--- src/rtl/sonata_in_pin_conditioner_pkg.sv ---
// Shared constants and helpers for the input-pin conditioner.
package sonata_in_pin_conditioner_pkg;

  localparam int unsigned IN_PIN_NUM = 8;

  typedef logic [IN_PIN_NUM-1:0] sonata_in_pins_t;

  // Counter width that can hold any value 0..cycles.
  function automatic int unsigned dbnc_cnt_width(input int unsigned cycles);
    return $clog2(cycles + 1);
  endfunction

endpackage

--- src/rtl/sonata_in_pin_conditioner_pin_debounce.sv ---
// Single-pin conditioner: 2-flop synchroniser, debounce counter, level,
// rise/fall pulses and sticky change flag.
module pin_debounce
  import sonata_in_pin_conditioner_pkg::*;
#(
  parameter int unsigned DebounceCycles = 16,
  parameter logic        ResetValue     = 1'b1
) (
  input  logic clk_i,
  input  logic rst_i,
  input  logic pin_i,
  input  logic debounce_en_i,
  input  logic evt_clr_i,
  output logic pin_o,
  output logic rise_o,
  output logic fall_o,
  output logic evt_o
);

  localparam int unsigned   CntW    = dbnc_cnt_width(DebounceCycles);
  localparam logic [CntW:0] ThrDbnc = (CntW+1)'(DebounceCycles);
  localparam logic [CntW:0] ThrByp  = (CntW+1)'(1);

  (* ASYNC_REG = "TRUE" *) logic sync1_q;
  (* ASYNC_REG = "TRUE" *) logic sync2_q;

  logic            stable_q, stable_d;
  logic [CntW-1:0] cnt_q, cnt_d;
  logic            rise_q, rise_d;
  logic            fall_q, fall_d;
  logic            evt_q, evt_d;
  logic [CntW:0]   thr, cnt_inc;

  always_comb begin
    thr      = debounce_en_i ? ThrDbnc : ThrByp;
    cnt_inc  = {1'b0, cnt_q} + (CntW+1)'(1);
    stable_d = stable_q;
    cnt_d    = cnt_q;
    rise_d   = 1'b0;
    fall_d   = 1'b0;
    evt_d    = evt_q & ~evt_clr_i;
    if (sync2_q == stable_q) begin
      cnt_d = '0;
    end else if (cnt_inc >= thr) begin
      // >= so a threshold lowered mid-count still accepts on the next edge
      stable_d = sync2_q;
      cnt_d    = '0;
      rise_d   = sync2_q;
      fall_d   = ~sync2_q;
      evt_d    = 1'b1;
    end else begin
      cnt_d = cnt_inc[CntW-1:0];
    end
  end

  always_ff @(posedge clk_i) begin
    if (rst_i) begin
      sync1_q  <= ResetValue;
      sync2_q  <= ResetValue;
      stable_q <= ResetValue;
      cnt_q    <= '0;
      rise_q   <= 1'b0;
      fall_q   <= 1'b0;
      evt_q    <= 1'b0;
    end else begin
      sync1_q  <= pin_i;
      sync2_q  <= sync1_q;
      stable_q <= stable_d;
      cnt_q    <= cnt_d;
      rise_q   <= rise_d;
      fall_q   <= fall_d;
      evt_q    <= evt_d;
    end
  end

  assign pin_o  = stable_q;
  assign rise_o = rise_q;
  assign fall_o = fall_q;
  assign evt_o  = evt_q;

endmodule

--- src/rtl/sonata_in_pin_conditioner.sv ---
// Conditions the board's dedicated input pins: one independent debouncer per pin.
module sonata_in_pin_conditioner
  import sonata_in_pin_conditioner_pkg::*;
#(
  parameter int unsigned          NumPins        = IN_PIN_NUM,
  parameter int unsigned          DebounceCycles = 16,
  parameter logic [NumPins-1:0]   ResetValue     = '1
) (
  input  logic               clk_i,
  input  logic               rst_i,
  input  logic [NumPins-1:0] pins_i,
  input  logic [NumPins-1:0] debounce_en_i,
  input  logic [NumPins-1:0] evt_clr_i,
  output logic [NumPins-1:0] pins_o,
  output logic [NumPins-1:0] rise_o,
  output logic [NumPins-1:0] fall_o,
  output logic [NumPins-1:0] evt_o
);

  for (genvar i = 0; i < NumPins; i++) begin : g_pin
    pin_debounce #(
      .DebounceCycles(DebounceCycles),
      .ResetValue    (ResetValue[i])
    ) u_pin (
      .clk_i        (clk_i),
      .rst_i        (rst_i),
      .pin_i        (pins_i[i]),
      .debounce_en_i(debounce_en_i[i]),
      .evt_clr_i    (evt_clr_i[i]),
      .pin_o        (pins_o[i]),
      .rise_o       (rise_o[i]),
      .fall_o       (fall_o[i]),
      .evt_o        (evt_o[i])
    );
  end

endmodule
--- config.mk ---
export PLATFORM = sky130hd
export DESIGN_NAME = sonata_in_pin_conditioner
export DESIGN_NICKNAME = d
export VERILOG_FILES = /design/src/rtl/sonata_in_pin_conditioner_pkg.sv /design/src/rtl/sonata_in_pin_conditioner_pin_debounce.sv /design/src/rtl/sonata_in_pin_conditioner.sv
export SDC_FILE = /design/constraint.sdc
export NUM_CORES = 1
export LEC_CHECK = 0
export BUFFER_PORTS_ARGS = -buffer_cell sky130_fd_sc_hd__buf_2
export CAP_MARGIN = 10
export CORE_MARGIN = 1
export CORE_UTILIZATION = 63
export CTS_BUF_LIST = sky130_fd_sc_hd__clkbuf_8
export CTS_CLUSTER_SIZE = 28
export DETAILED_ROUTE_END_ITERATION = 10
export PLACE_DENSITY = 0.95
export SLEW_MARGIN = 40
export SYNTH_ARGS = -nofsm -noshare
export SYNTH_HDL_FRONTEND = slang
export SYNTH_HIERARCHICAL = 1
export SYNTH_SLANG_ARGS = --single-unit
--- constraint.sdc ---
create_clock -name clk_i -period 5.3 [get_ports clk_i]
set_input_delay 0.265 -clock clk_i [delete_from_list [all_inputs] [get_ports clk_i]]
set_output_delay 0.265 -clock clk_i [all_outputs]
set_load 0.01 [all_outputs]
==> Flow_metrics.wiki <==
{| class="wikitable"
! Metric !! Value
|-
| Unique masters post-synth || 17
|-
| Fraction of layout instances using a drive strength above 1 || approximately 25%
|-
| Library cell used as clock root buffer || sky130_fd_sc_hd__clkbuf_8
|-
| Final clock skew || between 6 and 7 ps
|-
| Max-slew violation count || 0
|-
| CTS H-tree lvls || 3
|-
| Layout filler cell count || 401
|-
| Cell accounting for the most synthesized area || sky130_fd_sc_hd__dfxtp_1
|-
| DPL Wire Length || between 4 and 5 mm
|-
| Switching share of total power || 21.5%
|-
| Cells along the critical path || ha_1, nand3_1, xnor2_1, ha_1, inv_1, a31oi_2, a211oi_4, and3b_1
|-
| Clk network pwr share || 35.1%
|-
| Simple-gate area share of the yosys netlist || 22.6%
|-
| Total net switching power || 253 uW
|-
| Storage element area || approximately 1800 um^2
|-
| Area occupied by multi-input gates || 1900 um^2
|-
| # setup viols final || 0
|-
| Ant. Diodes || 0
|-
| Critical path peak fanout || 8
|-
| Sequential-to-total area share from yosys stat || 47.3%
|-
| Crit share post-route || between 40% and 50%
|-
| Total Routing Usage GR || a little under a quarter
|-
| Post-synthesis share of cell area spent on xor and xnor gates || 7.53%
|-
| Vias per cell || 5.53
|-
| Number of DRC markers in iteration 0 || about 70
|-
| Floorplan die area || 6220 um^2
|-
| Pin slew with the least headroom to its limit || ~390 ps
|-
| Crit path arrival time || 2390 ps
|-
| Synthesized Nets || slightly below 400
|-
| Final setup margin || roughly 3200 ps
|-
| Min Tclk post-route || roughly 2100 ps
|-
| Clk slew on worst S/H paths || 80 ps
|-
| Outcome || complete, no violations
|-
| Critical path type || flop to flop
|-
| Top cells by area in the synthesized netlist || sky130_fd_sc_hd__dfxtp_1, sky130_fd_sc_hd__ha_1, sky130_fd_sc_hd__xnor2_1
|-
| Largest family of logic cells by synthesized area || simple AND/OR/NAND/NOR gates
|-
| Leading cell type in the layout, fill and taps excluded || sky130_fd_sc_hd__dfxtp_1
|-
| Starting density of the core || 66.4%
|-
| Leakage power || 2.04 nW
|-
| R2R cell count || 8
|-
| Yosys top cell area share || around 47%
|-
| Internal power contribution || 925 uW
|-
| Fraction of synthesis flops using an asynchronous set or reset pin || 0%
|-
| Number of buffers created by CTS || 9
|-
| Total iterations of the first detailed-routing run || 4
|-
| # Post-CTS Setup Buffers || 0
|-
| Routed wirelength normalized by instance count || 13.3 um
|-
| Hold crit path type || primary input to flop
|-
| Post-detailed-route count of antenna-violating nets || 0
|-
| Worst IR drop on VDD || about 220 uV
|-
| Data required time of the critical path || 5540 ps
|-
| Combinational fraction of design power || 7.0%
|-
| TritonCTS clock tree || yes
|-
| Fraction of power consumed by sequential logic || slightly below 60%
|-
| Antenna violations before repair || 0
|-
| Relative max-transition margin || 74.1%
|-
| Type of origin of the critical path || flop
|-
| Area inside the core boundary || 5610 um^2
|-
| Count of mapped cells out of synthesis || 336
|-
| Total of cells resized after clock tree synthesis || 0
|-
| Worst setup slack before clock tree synthesis || 3170 ps
|-
| Peak clock frequency supported by timing || 466 MHz
|-
| Final core area utilization || ~76%
|-
| Vias || approximately 2600
|-
| Maxcap violations || 0
|-
| Setup repair after global routing missed its margin || false
|-
| Floorplan die height || a little under 80 um
|-
| EDFF count, synth || 0
|-
| Area Growth Syn to Fin || 15.1%
|-
| Final Wtd Congestion || 0.813
|-
| Post-Layout Cell Count || 479
|-
| Routed WL || roughly 6.4 mm
|-
| Avg Inst Size Synth || approximately 11 um^2
|-
| Cell Count Post-Placement || about 470
|-
| Die X-Extent || 78.9 um
|-
| Hold Buf Count CTS || 0
|-
| Highest-count cells in the layout ignoring fill and taps || sky130_fd_sc_hd__dfxtp_1, sky130_fd_sc_hd__buf_2, sky130_fd_sc_hd__xnor2_1, sky130_fd_sc_hd__nor2_1
|-
| Arithmetic-cell share of the synthesized area counting full adders, half adders and majority gates || around 8.1%
|-
| Site Rows || 27
|-
| Area fraction in compound gates after synthesis || 10.8%
|-
| Port bufs || 57
|-
| Clock sinks || 88
|-
| CTS Buffer Depth || 2
|-
| Non-Filler Cell Area, Final || between 4000 and 5000 um^2
|-
| Slowest stage delay, CP || 410 ps
|-
| Cell with the biggest individual delay on the critical path || sky130_fd_sc_hd__dfxtp_1
|-
| Area post-placement || just over 4000 um^2
|-
| Syn Std Cell Area || 3720 um^2
|-
| Instance count along the most critical hold path || 2
|-
| Residual overflow from global routing || 0
|-
| Residual DRC count || 0
|-
| Count of state elements after synthesis || 88
|-
| Power after layout || 1.18 mW
|-
| First-pass GRT wire length || 11.2 mm
|-
| Critical Path Sink Type || flop
|-
| Number of global-route vias before repair || 2648
|-
| Largest net degree at the start of global routing || 43
|-
| NumNets Final || 455
|-
| Crit path top cell by count || sky130_fd_sc_hd__ha_1
|-
| Fin. Hold Viols || 0
|-
| Cell area power density || 275 nW/um^2
|-
| Final-layout setup total negative slack || 0 ps
|-
| Main synth FF type || sky130_fd_sc_hd__dfxtp_1
|-
| Yosys warning total || 6
|-
| Hold_ws || a little under 100 ps
|-
| Post-synthesis mux area share || between 2 and 2.5%
|-
| Latest clock arrival within the worst-skew pair || between 300 and 400 ps
|-
| Number of top-level pins || 58
|}
## critical path: cells and delay by family (launching register included)
family | cells | cell delay (ps)
AOI/OAI and AO/OA | 2 | 460
xor gates and xnor gates | 1 | 240
adders and majority gates | 2 | 530
buffers and inverters | 1 | 100
DFF | 1 | 410
and+or+nand+nor | 2 | 310
## final timing paths
check,start,endpoint,slack [ps]
max,g_pin[4].u_pin/cnt_q[0],g_pin[4].u_pin/rise_o,3150
min,evt_clr_i[2],g_pin[2].u_pin/evt_o,100
max reg2reg,g_pin[4].u_pin/cnt_q[0],g_pin[4].u_pin/rise_o,3150
min reg2reg,g_pin[3].u_pin/sync1_q,g_pin[3].u_pin/sync2_q,400
## power by group through the flow
stage | combinational [mW] | clock, mW | sequential (mW)
finish | 0.0826 | 0.414 | 0.682
global route | 0.0920 | 0.462 | 0.683
CTS | 0.0833 | 0.428 | 0.682
detailed placement | 0.0830 | 0 | 0.697
global placement | 0.0793 | 0 | 0.696
floorplan | 0.0500 | 0 | 0.698
## synth_stat cells, types with 16 or more instances
library cell              instances
sky130_fd_sc_hd__and3_1          24
sky130_fd_sc_hd__and3b_1         24
sky130_fd_sc_hd__dfxtp_1         88
sky130_fd_sc_hd__ha_1            24
sky130_fd_sc_hd__inv_1           16
sky130_fd_sc_hd__nand3_1         16
sky130_fd_sc_hd__nor2_1          32
sky130_fd_sc_hd__or2_2           16
sky130_fd_sc_hd__xnor2_1         32
## layer usage
layer	GRT usage [%]	vias to the layer above	routed length, um
met3	6.78	8	312
met2	40.3	55	3140
met4	9.82	0	92
li1	-	1342	-
met1	26.2	1242	2840
met5	0	-	0
## cells by family (layout without fill, tap and decap cells)
family | Yosys count | count (layout)
AOI/OAI and AO/OA | 32 | 32
buffers and inverters | 16 | 87
and+or+nand+nor | 136 | 136
DFF | 88 | 88
muxes | 8 | 8
adders and majority gates | 24 | 24
xor gates and xnor gates | 32 | 32
## registers in the layout, indices dropped and copies added, names as in the netlist
name	cells
g_pin.u_pin/rise_o	8
g_pin.u_pin/sync1_q	8
g_pin.u_pin/cnt_q	40
g_pin.u_pin/evt_o	8
g_pin.u_pin/sync2_q	8
g_pin.u_pin/pin_o	8
g_pin.u_pin/fall_o	8
## layout make-up
type	instances	area share (%)
Clock buffer	13	4.18
Sequential cell	88	41.1
Tap cell	72	2.10
Multi-Input combinational cell	232	44.4
Inverter	16	1.40
Timing Repair Buffer	58	6.83
Note: power is estimated with default switching activity, not from simulation.
